## config.mk

```make
export PLATFORM = sky130hd
export DESIGN_NAME = imm_extend_pipe_flat
export DESIGN_NICKNAME = d
export VERILOG_FILES = /design/src/rtl/imm_extend_pipe_if.sv /design/src/rtl/imm_extend_pipe.sv /design/src/flat_wrapper.sv
export SDC_FILE = /design/constraint.sdc
export NUM_CORES = 1
export LEC_CHECK = 0
export ABC_AREA = 1
export BUFFER_PORTS_ARGS = -buffer_cell sky130_fd_sc_hd__buf_2
export CORE_UTILIZATION = 55
export DETAILED_ROUTE_END_ITERATION = 10
export PLACE_DENSITY = 0.84
export SETUP_SLACK_MARGIN = 0.05
export SKIP_CTS_REPAIR_TIMING = 1
export SYNTH_ARGS = -nofsm -noshare
export SYNTH_HDL_FRONTEND = slang
export SYNTH_SLANG_ARGS = --single-unit
```

## constraint.sdc

```tcl
create_clock -name clk -period 3.61 [get_ports clk]
set_input_delay 0.361 -clock clk [delete_from_list [all_inputs] [get_ports clk]]
set_output_delay 0.361 -clock clk [all_outputs]
set_load 0.01 [all_outputs]
```

## src/rtl/imm_extend_pipe_if.sv

```systemverilog
// Request/response bus for imm_extend_pipe.
//   Request side : in_valid, in_ready, in_imm, in_mode
//   Response side: out_valid, out_ready, out_data
//   Status       : count (buffer occupancy)
// master : the request producer / result consumer.
// slave  : the extender pipeline itself.
interface imm_extend_pipe_if #(
   parameter int IN_BITS  = 16,
   parameter int OUT_BITS = 32,
   parameter int DEPTH    = 2
);
   localparam int CW = $clog2(DEPTH + 1);

   logic                in_valid;
   logic                in_ready;
   logic [IN_BITS-1:0]  in_imm;
   logic [1:0]          in_mode;
   logic                out_valid;
   logic                out_ready;
   logic [OUT_BITS-1:0] out_data;
   logic [CW-1:0]       count;

   modport master (
      output in_valid, in_imm, in_mode, out_ready,
      input  in_ready, out_valid, out_data, count
   );

   modport slave (
      input  in_valid, in_imm, in_mode, out_ready,
      output in_ready, out_valid, out_data, count
   );
endinterface

```

## src/rtl/imm_extend_pipe.sv

```systemverilog
// Immediate extender with a small output FIFO.
// Each accepted request is extended combinationally (sign, zero, upper or
// branch-offset form) and written into a circular buffer of DEPTH entries;
// results leave in order through a valid/ready handshake.
//   clk   : rising-edge clock
//   rst_n : synchronous active-low reset
//   flush : drops every buffered result (wins over same-edge push/pop)
//   bus   : slave side of imm_extend_pipe_if (request, response, count)
module imm_extend_pipe #(
   parameter int IN_BITS  = 16,
   parameter int OUT_BITS = 32,
   parameter int BR_SHIFT = 2,
   parameter int DEPTH    = 2
) (
   input  logic              clk,
   input  logic              rst_n,
   input  logic              flush,
   imm_extend_pipe_if.slave  bus
);

   localparam int EXT = OUT_BITS - IN_BITS;
   localparam int CW  = $clog2(DEPTH + 1);
   localparam int PW  = (DEPTH > 1) ? $clog2(DEPTH) : 1;

   typedef enum logic [1:0] {
      MODE_SIGN   = 2'd0,
      MODE_ZERO   = 2'd1,
      MODE_UPPER  = 2'd2,
      MODE_BRANCH = 2'd3
   } imm_mode_e;

   logic [OUT_BITS-1:0] mem [DEPTH];
   logic [PW-1:0]       wr_ptr, rd_ptr;
   logic [CW-1:0]       count_q;
   logic [OUT_BITS-1:0] sext, ext_res;
   logic                push, pop;

   function automatic logic [PW-1:0] ptr_next(input logic [PW-1:0] p);
      return (p == PW'(DEPTH - 1)) ? '0 : p + PW'(1);
   endfunction

   always_comb begin
      sext    = {{EXT{bus.in_imm[IN_BITS-1]}}, bus.in_imm};
      ext_res = '0;
      case (imm_mode_e'(bus.in_mode))
         MODE_SIGN:   ext_res = sext;
         MODE_ZERO:   ext_res = {{EXT{1'b0}}, bus.in_imm};
         MODE_UPPER:  ext_res = {bus.in_imm, {EXT{1'b0}}};
         MODE_BRANCH: ext_res = sext << BR_SHIFT;
         default:     ext_res = '0;
      endcase
   end

   // in_ready comes from occupancy only, never from out_ready, so a full
   // buffer cannot accept even on a popping edge.
   assign bus.in_ready  = (count_q < CW'(DEPTH)) && rst_n;
   assign bus.out_valid = (count_q != '0);
   // Storage is never cleared; masking with out_valid keeps the output at
   // zero after reset/flush instead of exposing stale entries.
   assign bus.out_data  = bus.out_valid ? mem[rd_ptr] : '0;
   assign bus.count     = count_q;

   assign push = bus.in_valid && bus.in_ready && !flush;
   assign pop  = bus.out_valid && bus.out_ready && !flush;

   always_ff @(posedge clk) begin
      if (push) mem[wr_ptr] <= ext_res;
   end

   always_ff @(posedge clk) begin
      if (!rst_n || flush) begin
         count_q <= '0;
         wr_ptr  <= '0;
         rd_ptr  <= '0;
      end else begin
         if (push) wr_ptr <= ptr_next(wr_ptr);
         if (pop)  rd_ptr <= ptr_next(rd_ptr);
         case ({push, pop})
            2'b10:   count_q <= count_q + CW'(1);
            2'b01:   count_q <= count_q - CW'(1);
            default: count_q <= count_q;
         endcase
      end
   end

endmodule

```

## src/flat_wrapper.sv

```systemverilog
// flat-port wrapper written by rule: the top's interface ports become plain ports
module imm_extend_pipe_flat 
#(
   parameter int IN_BITS  = 16,
   parameter int OUT_BITS = 32,
   parameter int BR_SHIFT = 2,
   parameter int DEPTH    = 2
)
  (clk, rst_n, flush, bus_in_valid, bus_in_imm, bus_in_mode, bus_out_ready, bus_in_ready, bus_out_valid, bus_out_data, bus_count);
  imm_extend_pipe_if #(.IN_BITS(IN_BITS), .OUT_BITS(OUT_BITS), .DEPTH(DEPTH)) bus_i ();
  input  logic clk;
  input  logic rst_n;
  input  logic flush;
  input wire logic [$bits(bus_i.in_valid)-1:0] bus_in_valid;
  input wire logic [$bits(bus_i.in_imm)-1:0] bus_in_imm;
  input wire logic [$bits(bus_i.in_mode)-1:0] bus_in_mode;
  input wire logic [$bits(bus_i.out_ready)-1:0] bus_out_ready;
  output wire logic [$bits(bus_i.in_ready)-1:0] bus_in_ready;
  output wire logic [$bits(bus_i.out_valid)-1:0] bus_out_valid;
  output wire logic [$bits(bus_i.out_data)-1:0] bus_out_data;
  output wire logic [$bits(bus_i.count)-1:0] bus_count;
  assign bus_i.in_valid = bus_in_valid;
  assign bus_i.in_imm = bus_in_imm;
  assign bus_i.in_mode = bus_in_mode;
  assign bus_i.out_ready = bus_out_ready;
  assign bus_in_ready = bus_i.in_ready;
  assign bus_out_valid = bus_i.out_valid;
  assign bus_out_data = bus_i.out_data;
  assign bus_count = bus_i.count;
  imm_extend_pipe #(.IN_BITS(IN_BITS), .OUT_BITS(OUT_BITS), .BR_SHIFT(BR_SHIFT), .DEPTH(DEPTH)) u_core (.clk(clk), .rst_n(rst_n), .flush(flush), .bus(bus_i));
endmodule
```

==> metrics.txt <==
# TYPE chip_impl_metric gauge
chip_impl_info{name="criticalPathCategory",value="reg -> out"} 1
chip_impl_metric{name="first_global_vias",unit=""} 1864
chip_impl_metric{name="cts_made_buffers",unit=""} 9
chip_impl_metric{name="postSynthNetCount",unit=""} 294
chip_impl_metric{name="syn_inst",unit=""} 270
chip_impl_metric{name="syn_area_per_cell",unit="um^2"} 11.0
chip_impl_metric{name="ff2ff_setup_slack",unit="ns"} 1.81
chip_impl_metric{name="die_h",unit="um"} 75.3
chip_impl_info{name="min_path_type",value="in -> reg"} 1
chip_impl_metric{name="timing.final.setup_violations",unit=""} 0
chip_impl_metric{name="layout-area-overhead-vs-synth",unit="%"} 16.3
chip_impl_metric{name="synth_cell_type_count",unit=""} 18
chip_impl_metric{name="grt_antenna_before_repair",unit=""} 0
chip_impl_metric{name="maximum_number_of_pins_on_one_net_before_global_route_repair",unit=""} 34
chip_impl_metric{name="critical-path-max-stage-delay",unit="ns"} 0.78
chip_impl_metric{name="final_antenna_net_count",unit=""} 0
chip_impl_metric{name="groute.usage.overall",unit=""} 0.232
chip_impl_info{name="reg2reg_to",value="u_core.bus.count[1]"} 1
chip_impl_metric{name="core_area",unit="um^2"} 5140
chip_impl_info{name="root_buffer",value="clkbuf_8"} 1
chip_impl_metric{name="min_period_over_period",unit=""} 0.695
chip_impl_metric{name="max-clock-path-buffers",unit=""} 2
chip_impl_metric{name="global_route.overflow_total",unit=""} 0
chip_impl_info{name="grt_setup_unrepaired",value="false"} 1
chip_impl_metric{name="final.setup_skew",unit="ns"} 0.00544
chip_impl_metric{name="ys_seq_elements",unit=""} 69
chip_impl_metric{name="achievable-frequency",unit="MHz"} 398
chip_impl_metric{name="drive_above_1_share",unit=""} 0.237
chip_impl_metric{name="timing.slew.headroom",unit=""} 0.315
chip_impl_metric{name="maxCapViolCount",unit=""} 0
chip_impl_metric{name="synth-warning-count",unit=""} 0
chip_impl_metric{name="synth_sequential_area_ratio",unit=""} 0.684
chip_impl_metric{name="vdd.ir_drop.worst",unit="uV"} 249
chip_impl_metric{name="fin_crit",unit="ns"} 2.51
chip_impl_info{name="endpoint_kind",value="output pin"} 1
chip_impl_metric{name="fin_hold_ws",unit="ns"} 0.337
chip_impl_info{name="timing.critical_path.max_delay_family",value="buffers and inverters"} 1
chip_impl_metric{name="critPathBufInv",unit=""} 3
chip_impl_info{name="critPathLaunchType",value="register"} 1
chip_impl_metric{name="final_net_count",unit=""} 352
chip_impl_metric{name="detail_route.drc_violations",unit=""} 0
chip_impl_metric{name="mappedNetlistArea",unit="um^2"} 2960
chip_impl_metric{name="endpoints_failing_hold",unit=""} 0
chip_impl_metric{name="num_rows",unit=""} 26
chip_impl_info{name="min-delay-start",value="bus_out_ready"} 1
chip_impl_metric{name="drt_wirelength",unit="mm"} 6.15
chip_impl_metric{name="finalWorstSetupSlack",unit="ns"} 1.10
chip_impl_metric{name="dieWidth",unit="um"} 75.3
chip_impl_metric{name="pwr_density_cell",unit="nW/um^2"} 460
chip_impl_metric{name="crit_required",unit="ns"} 3.25
chip_impl_info{name="crit-reg2reg-launch",value="u_core.bus.count[1]"} 1
chip_impl_metric{name="hold_path_depth",unit=""} 3
chip_impl_metric{name="worstPathArrival",unit="ns"} 2.15
chip_impl_metric{name="fillerInstances",unit=""} 420
chip_impl_info{name="crit_chain",value="buf_4 > inv_1 > nand2_1 > a21oi_1 > buf_2"} 1
chip_impl_info{name="most_used_cells_in_the_layout_excluding_fill_and_tap_cells",value="nand2_1, edfxtp_1, buf_2"} 1
chip_impl_metric{name="dp_worst_setup_slack",unit="ns"} 1.45
chip_impl_metric{name="floorplan.initialDensity",unit=""} 0.575
chip_impl_metric{name="grt_pass1_wl",unit="mm"} 9.07
chip_impl_metric{name="design.die.area",unit="um^2"} 5670
chip_impl_metric{name="htreeDepth",unit=""} 3
chip_impl_info{name="cell_type_of_the_slowest_stage_on_the_worst_timing_path",value="inv_1"} 1
chip_impl_info{name="cts_tree",value="done"} 1
chip_impl_metric{name="cellLeakagePower",unit="nW"} 1.45
chip_impl_metric{name="drt_pre_antenna_iters",unit=""} 4
chip_impl_metric{name="final.setup.tns",unit="ns"} 0
chip_impl_metric{name="place.gp.congestion",unit=""} 0.757
chip_impl_metric{name="place_hpwl",unit="mm"} 3.84
chip_impl_metric{name="cts.sinks",unit=""} 69
chip_impl_metric{name="worstMarginPinSlew",unit="ns"} 1.03
chip_impl_metric{name="drt-vias-per-instance",unit=""} 5.36
chip_impl_metric{name="detail_route.wl_per_cell",unit="um"} 15.3
chip_impl_metric{name="port-buffer-count",unit=""} 58
chip_impl_metric{name="reg2regPathDepth",unit=""} 10
chip_impl_metric{name="drt_first_iter_violations",unit=""} 160
chip_impl_info{name="final_common_cell",value="nand2_1"} 1
chip_impl_metric{name="maximum_fanout_along_the_worst_path",unit=""} 33
chip_impl_metric{name="routed-via-count",unit=""} 2162
chip_impl_metric{name="num_antenna_cells",unit=""} 0
chip_impl_metric{name="drv_slew",unit=""} 0
chip_impl_info{name="status",value="completed"} 1
chip_impl_metric{name="clock_latency",unit="ns"} 0.34
chip_impl_metric{name="floorplan.io_pins",unit=""} 59
chip_impl_metric{name="clock_pin_slew_reported_for_the_worst_setup_and_hold_paths_after_clock_tree_synthesis",unit="ns"} 0.06
area by class of cell:
class | instances | area (um^2) | share of cell area
multi-input combinational | 160 | 734 | 0.214
tap | 70 | 87.6 | 0.0255
clock inverter | 3 | 38.8 | 0.0113
sequential | 69 | 2020 | 0.588
inverter | 26 | 97.6 | 0.0284
timing repair buffer | 62 | 320 | 0.0931
clock buffer | 13 | 139 | 0.0404
sequential cells by signal (all words and copies together) (netlist names), named ones only:
signal	flops
u_core.mem	64
u_core.bus.count	2
u_core.wr_ptr	1
u_core.rd_ptr	1
worst reg2reg max path, stage by stage (launching register included):
cell,delay [ns]
dfxtp_1,0.35
nor2_2,0.11
buf_4,0.34
inv_1,0.14
nand2_1,0.09
nor2_1,0.04
ha_1,0.31
inv_1,0.07
nand3_1,0.10
nor2_1,0.10
nor2_1,0.05
kinds of logic (layout without fill, tap and decap cells):
kind of cell    count (synthesis)  after routing  synth area share
simple gates                   94             94             0.125
flops                          69             69             0.684
compound gates                 65             65             0.117
buf+inv                        41            104            0.0694
fa+ha+maj                       1              1           0.00423
Yosys cell counts:
library cell / number / area share
nand2_1: 74 / 0.094
buf_6: 5 / 0.019
buf_2: 8 / 0.014
nand2_2: 2 / 0.0042
clkbuf_1: 1 / 0.0013
nor2_2: 1 / 0.0021
edfxtp_1: 64 / 0.65
o21ai_0: 16 / 0.027
dfxtp_1: 5 / 0.034
o221ai_1: 1 / 0.0030
nand2_4: 1 / 0.0038
inv_1: 26 / 0.033
buf_4: 1 / 0.0025
o22ai_1: 14 / 0.030
a21oi_1: 34 / 0.058
nor2_1: 14 / 0.018
nand3_1: 2 / 0.0034
ha_1: 1 / 0.0042
where the power goes:
part,total [mW],switching (mW),internal [mW]
sequential,0.903,0.00477,0.898
clock,0.578,0.261,0.317
combinational,0.102,0.0695,0.0326
total,1.58,0.336,1.25
worst max path at each step:
| stage | to | startpoint | slack [ns] | cells after the start |
|---|---|---|---|---|
| after floorplan | u_core.mem[1][0] | rst_n | 1.10 | 4 |
| after global placement | bus_out_data[21] | register | 1.48 | 5 |
| after detailed placement | bus_out_data[31] | register | 1.45 | 5 |
| after CTS | bus_out_data[31] | register | 1.06 | 5 |
| after global routing | bus_out_data[27] | register | 0.91 | 5 |
| final | bus_out_data[21] | register | 1.10 | 5 |
per-stage QoR:
| step | instances | instance area [um^2] | power, mW | util |
|---|---|---|---|---|
| final | 403 | 3440 | 1.58 | 0.669 |
| after global routing | 403 | 3440 | 1.64 | 0.669 |
| after CTS | 403 | 3440 | 1.59 | 0.669 |
| after detailed placement | 387 | 3260 | 1.02 | 0.635 |
| after global placement | 387 | 3260 | 1.02 | 0.635 |
| after floorplan | 270 | 2960 | 0.984 | - |
layer usage:
| layer | routed length (um) | up-vias | track usage |
|---|---|---|---|
| met4 | 58 | 0 | 0.0926 |
| met3 | 397 | 7 | 0.0595 |
| li1 | - | 1039 | - |
| met2 | 3120 | 83 | 0.373 |
| met1 | 2580 | 1033 | 0.307 |
| met5 | 0 | - | 0 |
Note: power is estimated with default switching activity, not from simulation.
